--- src/rtl/hdmi_tmds_encoder.sv ---
// TMDS character encoder for one HDMI/DVI channel: video 8b/10b, control, guard band and
// (with TMDS_TERC4_EN defined) TERC4 data-island characters. Two-stage registered pipeline.
module hdmi_tmds_encoder #(
  parameter logic [1:0] CHANNEL = 2'd0
) (
  input  logic       i_clk,
  input  logic       i_reset,
  input  logic [1:0] i_mode,
  input  logic [7:0] i_pix,
  input  logic [1:0] i_ctl,
  input  logic [3:0] i_aux,
  output logic [9:0] o_word
);

  typedef enum logic [1:0] {
    ModeCtl   = 2'b00,
    ModeVid   = 2'b01,
    ModeIsl   = 2'b10,
    ModeGuard = 2'b11
  } mode_e;

  localparam logic [9:0] Ctl0Token = 10'h354;

  function automatic logic [9:0] ctl_token(input logic [1:0] c);
    logic [9:0] tok;
    unique case (c)
      2'd0:    tok = 10'h354;
      2'd1:    tok = 10'h0AB;
      2'd2:    tok = 10'h154;
      default: tok = 10'h2AB;
    endcase
    return tok;
  endfunction

`ifdef TMDS_TERC4_EN
  function automatic logic [9:0] terc4_token(input logic [3:0] a);
    logic [9:0] tok;
    unique case (a)
      4'h0:    tok = 10'h29C;
      4'h1:    tok = 10'h263;
      4'h2:    tok = 10'h2E4;
      4'h3:    tok = 10'h2E2;
      4'h4:    tok = 10'h171;
      4'h5:    tok = 10'h11E;
      4'h6:    tok = 10'h18E;
      4'h7:    tok = 10'h13C;
      4'h8:    tok = 10'h2CC;
      4'h9:    tok = 10'h139;
      4'hA:    tok = 10'h19C;
      4'hB:    tok = 10'h2C6;
      4'hC:    tok = 10'h28E;
      4'hD:    tok = 10'h271;
      4'hE:    tok = 10'h163;
      default: tok = 10'h2C3;
    endcase
    return tok;
  endfunction
`else
  logic unused_aux;
  assign unused_aux = ^i_aux;
`endif

  // Stage 1: transition-minimised q_m and its ones/zeros counts
  logic [3:0] pix_ones;
  logic       use_xnor;
  logic [8:0] qm_d;
  logic [3:0] qm_ones_d;

  always_comb begin
    pix_ones = '0;
    for (int i = 0; i < 8; i++) pix_ones = pix_ones + {3'b000, i_pix[i]};
    use_xnor = (pix_ones > 4'd4) || ((pix_ones == 4'd4) && !i_pix[0]);
    qm_d = '0;
    qm_d[0] = i_pix[0];
    for (int i = 1; i < 8; i++) begin
      qm_d[i] = use_xnor ? ~(qm_d[i-1] ^ i_pix[i]) : (qm_d[i-1] ^ i_pix[i]);
    end
    qm_d[8] = ~use_xnor;
    qm_ones_d = '0;
    for (int i = 0; i < 8; i++) qm_ones_d = qm_ones_d + {3'b000, qm_d[i]};
  end

  mode_e      mode_q;
  logic [1:0] ctl_q;
  logic [8:0] qm_q;
  logic [3:0] n1_q;
  logic [3:0] n0_q;
`ifdef TMDS_TERC4_EN
  logic [3:0] aux_q;
`endif

  always_ff @(posedge i_clk) begin
    if (i_reset) begin
      mode_q <= ModeCtl;
      ctl_q  <= 2'b00;
      qm_q   <= '0;
      n1_q   <= '0;
      n0_q   <= '0;
`ifdef TMDS_TERC4_EN
      aux_q  <= '0;
`endif
    end else begin
      mode_q <= mode_e'(i_mode);
      ctl_q  <= i_ctl;
      qm_q   <= qm_d;
      n1_q   <= qm_ones_d;
      n0_q   <= 4'd8 - qm_ones_d;
`ifdef TMDS_TERC4_EN
      aux_q  <= i_aux;
`endif
    end
  end

  // Stage 2: DC balancing against the running disparity, plus fixed-token classes
  logic signed [4:0] cnt_q;
  logic signed [4:0] cnt_d;
  logic signed [4:0] diff;
  logic signed [4:0] two_qm8;
  logic signed [4:0] two_nqm8;
  logic        [9:0] word_q;
  logic        [9:0] word_d;

  always_comb begin
    word_d   = Ctl0Token;
    cnt_d    = 5'sd0;
    diff     = $signed({1'b0, n1_q}) - $signed({1'b0, n0_q});
    two_qm8  = qm_q[8] ? 5'sd2 : 5'sd0;
    two_nqm8 = qm_q[8] ? 5'sd0 : 5'sd2;
    unique case (mode_q)
      ModeVid: begin
        if ((cnt_q == 5'sd0) || (n1_q == n0_q)) begin
          word_d = {~qm_q[8], qm_q[8], qm_q[8] ? qm_q[7:0] : ~qm_q[7:0]};
          cnt_d  = qm_q[8] ? (cnt_q + diff) : (cnt_q - diff);
        end else if (((cnt_q > 5'sd0) && (n1_q > n0_q)) ||
                     ((cnt_q < 5'sd0) && (n0_q > n1_q))) begin
          word_d = {1'b1, qm_q[8], ~qm_q[7:0]};
          cnt_d  = cnt_q + two_qm8 - diff;
        end else begin
          word_d = {1'b0, qm_q[8], qm_q[7:0]};
          cnt_d  = cnt_q + diff - two_nqm8;
        end
      end
      ModeCtl: word_d = ctl_token(ctl_q);
`ifdef TMDS_TERC4_EN
      ModeIsl: word_d = terc4_token(aux_q);
`else
      ModeIsl: word_d = ctl_token(ctl_q);
`endif
      ModeGuard: word_d = (CHANNEL == 2'd1) ? 10'h133 : 10'h2CC;
      default: word_d = Ctl0Token;
    endcase
  end

  always_ff @(posedge i_clk) begin
    if (i_reset) begin
      word_q <= Ctl0Token;
      cnt_q  <= 5'sd0;
    end else begin
      word_q <= word_d;
      cnt_q  <= cnt_d;
    end
  end

  assign o_word = word_q;

endmodule

--- config.mk ---
export PLATFORM = sky130hd
export DESIGN_NAME = hdmi_tmds_encoder
export DESIGN_NICKNAME = d
export VERILOG_FILES = /design/src/rtl/hdmi_tmds_encoder.sv
export SDC_FILE = /design/constraint.sdc
export NUM_CORES = 1
export LEC_CHECK = 0
export ABC_AREA = 1
export BUFFER_PORTS_ARGS = -buffer_cell sky130_fd_sc_hd__buf_2
export CAP_MARGIN = 10
export CORE_ASPECT_RATIO = 0.5
export CORE_MARGIN = 2
export CORE_UTILIZATION = 34
export DETAILED_ROUTE_END_ITERATION = 7
export GPL_ROUTABILITY_DRIVEN = 0
export GPL_TIMING_DRIVEN = 1
export PLACE_DENSITY = 0.54
export SYNTH_ARGS = -nofsm -noshare
export SYNTH_HDL_FRONTEND = slang
export SYNTH_SLANG_ARGS = --single-unit
--- constraint.sdc ---
create_clock -name i_clk -period 15.45 [get_ports i_clk]
set_input_delay 3.09 -clock i_clk [delete_from_list [all_inputs] [get_ports i_clk]]
set_output_delay 3.09 -clock i_clk [all_outputs]
set_load 0.01 [all_outputs]
=== Yosys cells after proc, flatten, opt, wreduce, memory -nomap -nowiden ===
Cells that the tools add are included.

* Bits in registers: 36
* Bits in latches: 0
* Bits in writable memories: 0
* Bits in read-only memories: 0
* Output and inout port bits: 10
* Word-level logic and storage cells: 87
* Memories: 0

* $add $sub $neg: 21
* Multipliers: 0
* Div/mod/pow operators: 0
* Magnitude comparators: 5
* Equal/unequal tests: 7
* Shift operators: 0
* Muxes and demuxes: 17
* Bitwise logic cells: 18
* Reductions and logical operators: 12

{| class="wikitable"
|+ Operator list
! cell !! count
|-
| 10-bit case mux with 3 select lines || 2
|-
| 4-bit by 1-bit adder with 4-bit output || 8
|-
| 10-bit 2-to-1 mux || 2
|-
| 5-bit 2-to-1 mux || 3
|-
| 1-bit inverter || 10
|-
| 5-bit subtractor || 2
|-
| 3-bit by 1-bit adder with 4-bit output || 2
|-
| 4-bit greater-than comparator || 2
|-
| 8-bit 2-to-1 mux || 1
|-
| 8-bit inverter || 1
|-
| 1-bit 2-to-1 mux || 7
|-
| 1-bit XOR || 7
|-
| 2-bit by 1-bit adder with 3-bit output || 2
|-
| 2-bit == test (second input constant) || 3
|-
| 5-bit by 3-bit adder with 5-bit output || 1
|-
| 5-bit adder || 1
|-
| 5-bit by 1-bit greater-than comparator with 1-bit output (second input constant) || 1
|-
| 5-bit zero test || 1
|-
| 5-bit by 1-bit < comparator with 1-bit output (second input constant) || 1
|-
| 4-bit by 4-bit subtractor with 5-bit output || 1
|-
| 5-bit by 3-bit subtractor with 5-bit output || 1
|-
| 1-bit by 1-bit adder with 2-bit output || 2
|-
| 2-bit by 1-bit == test with 1-bit output (second input constant) || 2
|-
| 4-bit by 3-bit == test with 1-bit output (second input constant) || 1
|-
| 9 further kinds || 16
|}

=== Depth between registers and ports, before layout ===
* Depth after elaboration: 31
* Gate-level depth with buffers: 25
* Depth with buffers taken out: 25

=== Worst setup path before layout ===
No wires, ideal clock.

* Path kind: input to register
* Start: in i_pix[3]
* End: reg n0_q[2]
* Setup time: 0.128 ns
* Arrival time: 8.498 ns
* Path slack: 6.824 ns
* Stages: 20
* Cells stage by stage: inv_1 -> fa_1 -> fa_1 -> fa_1 -> inv_1 -> ha_1 -> fa_1 -> o31ai_1 -> nand2_2 -> xnor2_1 -> fa_1 -> fa_1 -> inv_1 -> fa_1 -> ha_1 -> inv_1 -> fa_1 -> ha_1 -> xor2_1 -> nor2_1

* Cells in the longest elaborated chain, start to end: 29
* Elaborated cells between the ends (all ways): 36
* Classes of those cells: add/sub (13); order compare (1); eq/ne (1); mux (7); bitwise (12); reduce/logical (2)

{| class="wikitable"
|+ RTL lines
! what !! RTL line !! RTL
|-
| start: declaration || 9 || <nowiki>input logic [7:0] i_pix,</nowiki>
|-
| parallel branches: the longest is 27 deep, another holds 3-bit by 1-bit adder with 4-bit output || n/a ||
|-
| 4-bit by 1-bit adder with 4-bit output * || 80 || <nowiki>for (int i = 0; i < 8; i++) qm_ones_d = qm_ones_d + {3'b000, qm_d[i]};</nowiki>
|-
| 4-bit subtractor * || 107 || <nowiki>n0_q <= 4'd8 - qm_ones_d;</nowiki>
|-
| end signal: assignment || 107 ||
|-
| end: declaration || 87 || <nowiki>logic [3:0] n0_q;</nowiki>
|}

Every way passes the cells marked *.
A chain may end at the register's enable or synchronous reset.

=== Worst setup path in the final report ===
* Start: in i_pix[3]
* End: reg n0_q[3]

Same word-level chain as after synthesis.

==> metrics.txt <==
CTS tree built; post-DP HPWL 3.874 mm; top_reg_cell synth dfxtp_1; Max-cap violations 0; Worst path max stage delay 0.52 ns; commonest cells in the netlist 65 x inv_1, 42 x nand2_1, 34 x dfxtp_1; Arr. time, crit path around 9.0 ns; Final min period roughly 8.8 ns; worst path bufs/invs 6; GR Overflow Total 0; Ys Warns 0; CP Data Required Time 15.65 ns; area grow syn2layout 13.86%; I/O Pins 28; max-slew violation count 0; Layout Skew 0.004574 ns; Post-CTS Hold Buffers 0; setup TNS 0 ns; Netlist cell types 36; Netlist Area Pre-Place approximately 2500 um^2; Die Area roughly 8100 um^2; Setup WS pre-CTS roughly 6.3 ns; routed via count 1,951; Worst setup SP type primary input; final setup vio count 0; count leader, synth inv_1; antenna violations before repair 0; Seq/Total Area, Yosys 0.2712; # rows 22; DR vias/cell 4.475; Multi-input gate area 1538 um^2; largest net degree at the start of global routing 27; area leader, netlist dfxtp_1; Total Wirelength 4.674 mm; Worst path most repeated cell fa_1; post-route ant nets 0; cell area after placement 2706 um^2; CTS Buf Count 5; r2r worst-path depth 19; Clock Sinks 34; setup bufs post-CTS 0; layout cell share with drive strength beyond 1 0.1618; clock slew at reported path FFs 0.05 ns; DRC violations left 0; initial core utilization 0.3467; Avg Cell Area, Syn around 8.0 um^2; Core Area between 7000 and 8000 um^2; CP Capture Type flop; Worst Hold Class flop to flop; Slew HR 0.6790; CP max stage cell fa_1; top-area cell type share of the netlist area 0.2712; R2R Path Start n1_q[1]; Final Hold Viols 0; Root Driver clkbuf_16; Worst-Skew Late Latency 0.27 ns; top cells by area, synth dfxtp_1 27%, ha_1 13%, inv_1 9.7%; global-route wire length before repair 8.500 mm; Worst Hold Path EP cnt_q[0]; worst hold path depth 2; Total GRT Usage 0.1284; cell count after synthesis approximately 320; diode count 0; Avg WL per Cell approximately 11 um; RR Endpoint cnt_q[4]; fmax 113.6 MHz; final period utilization 0.5696; Iteration-0 DRC Markers 46; CP max FO 5; Syn Nets between 300 and 400; Resize count post-CTS 0; Pre-antenna DRT Iters 4; fill count 756; htree depth 2; CTS Buffer Depth 2; Port Buffer Count 23; Crit Path Class primary input to flop; CP delay by family, top adder cells; asr flop ratio synth 0; Die Ht 64.76 um; post-synthesis register bit count 34; flop-to-flop setup slack 12.61 ns; setup slack after layout 6.649 ns; die width 125.5 um; Final Cell Area 2858 um^2; Post-synth EDFFs 0; status complete, no violations; hold path start cnt_q[0]; number of global-route vias before repair between 2,000 and 2,500; Worst-Margin Slew 0.4815 ns; cells along the critical path buf_2 > inv_1 > fa_1 > fa_1 > fa_1 > inv_1 > ha_1 > fa_1 > o31ai_1 > nand2_2 > xnor2_1 > fa_1 > fa_1 > inv_1 > fa_1 > ha_1 > inv_1 > fa_1 > xnor2_1 > inv_1 > nand3_1 > o21ai_0 > a21oi_1; final net count 396; FF+latch area 680.7 um^2; RSZ-0062 raised after global routing no
layout by cell type (no fill, tap or decap), types with 2 or more instances in the layout:
master and n:
xnor2_1 7, a21oi_1 15, clkbuf_16 5, nand3_2 2, xor2_1 10, ha_1 27, dfxtp_1 34, o31ai_1 2
fa_1 12, nand3_1 18, o21ai_0 11, a21oi_2 2, inv_1 65, nand2_1 42, o211ai_1 3, nand2_4 5
clkinv_2 2, nand3b_1 5, buf_2 23, nor2_1 26, nand2_2 7, o21ai_1 3
tightest hold or removal path, stage by stage, from the launching register on:
cell and delay [ns]:
dfxtp_1 0.31, inv_1 0.05, nor2_1 0.03
kinds of logic (layout without fill, tap and decap cells):
kind of cell | count (synthesis) | count (layout) | share of synthesized area
DFF | 34 | 34 | 0.2712
AOI/OAI and AO/OA | 38 | 38 | 0.08674
xor gates and xnor gates | 18 | 18 | 0.07029
adders and majority gates | 39 | 39 | 0.2303
buffers and inverters | 73 | 98 | 0.1161
and+or+nand+nor | 113 | 113 | 0.2253
stage by stage:
stage	utilization	hold slack, ns	std cells
2_1_floorplan	-	0.4083	315
3_3_place_gp	0.3738	0.4182	428
3_5_place_dp	0.3738	0.4243	428
4_1_cts	0.3947	0.4327	436
5_1_grt	0.3947	0.4677	436
6_report	0.3947	0.4287	436
layer usage:
metal / routed length, um / GRT usage
met1: 2236 / 0.1524
met2: 2285 / 0.2365
met3: 128 / 0.03386
met4: 25 / 0.02639
met5: 0 / 0
registers in the layout (all words and copies together), names as in the netlist:
| name | cells |
|---|---|
| cnt_q | 5 |
| n0_q | 3 |
| o_word | 10 |
| qm_q | 9 |
| n1_q | 3 |
| mode_q | 2 |
| ctl_q | 2 |
final cells by class:
class | instances | share of cell area
multi-input cells | 208 | 0.5381
inverters | 67 | 0.08844
flip-flops and latches | 34 | 0.2382
repair buffers | 23 | 0.04028
well taps | 96 | 0.04203
clock buffers | 6 | 0.04860
clock inverters | 2 | 0.004378
how the worst max path moves through the flow:
| stage | to | depth (start not counted) | startpoint | slack, ns |
|---|---|---|---|---|
| 3_5_place_dp | n0_q[3] | 23 | i_pix[3] | 6.34 |
| 2_1_floorplan | n0_q[2] | 20 | i_pix[3] | 6.82 |
| 4_1_cts | n0_q[3] | 23 | i_pix[3] | 6.59 |
| 3_3_place_gp | n0_q[3] | 23 | i_pix[0] | 6.47 |
| 5_1_grt | n0_q[3] | 23 | i_pix[0] | 6.23 |
| 6_report | n0_q[3] | 23 | i_pix[3] | 6.65 |
Power is not shown: default switching activity piles up to over one toggle a cycle in this logic, so the estimate is an artifact.
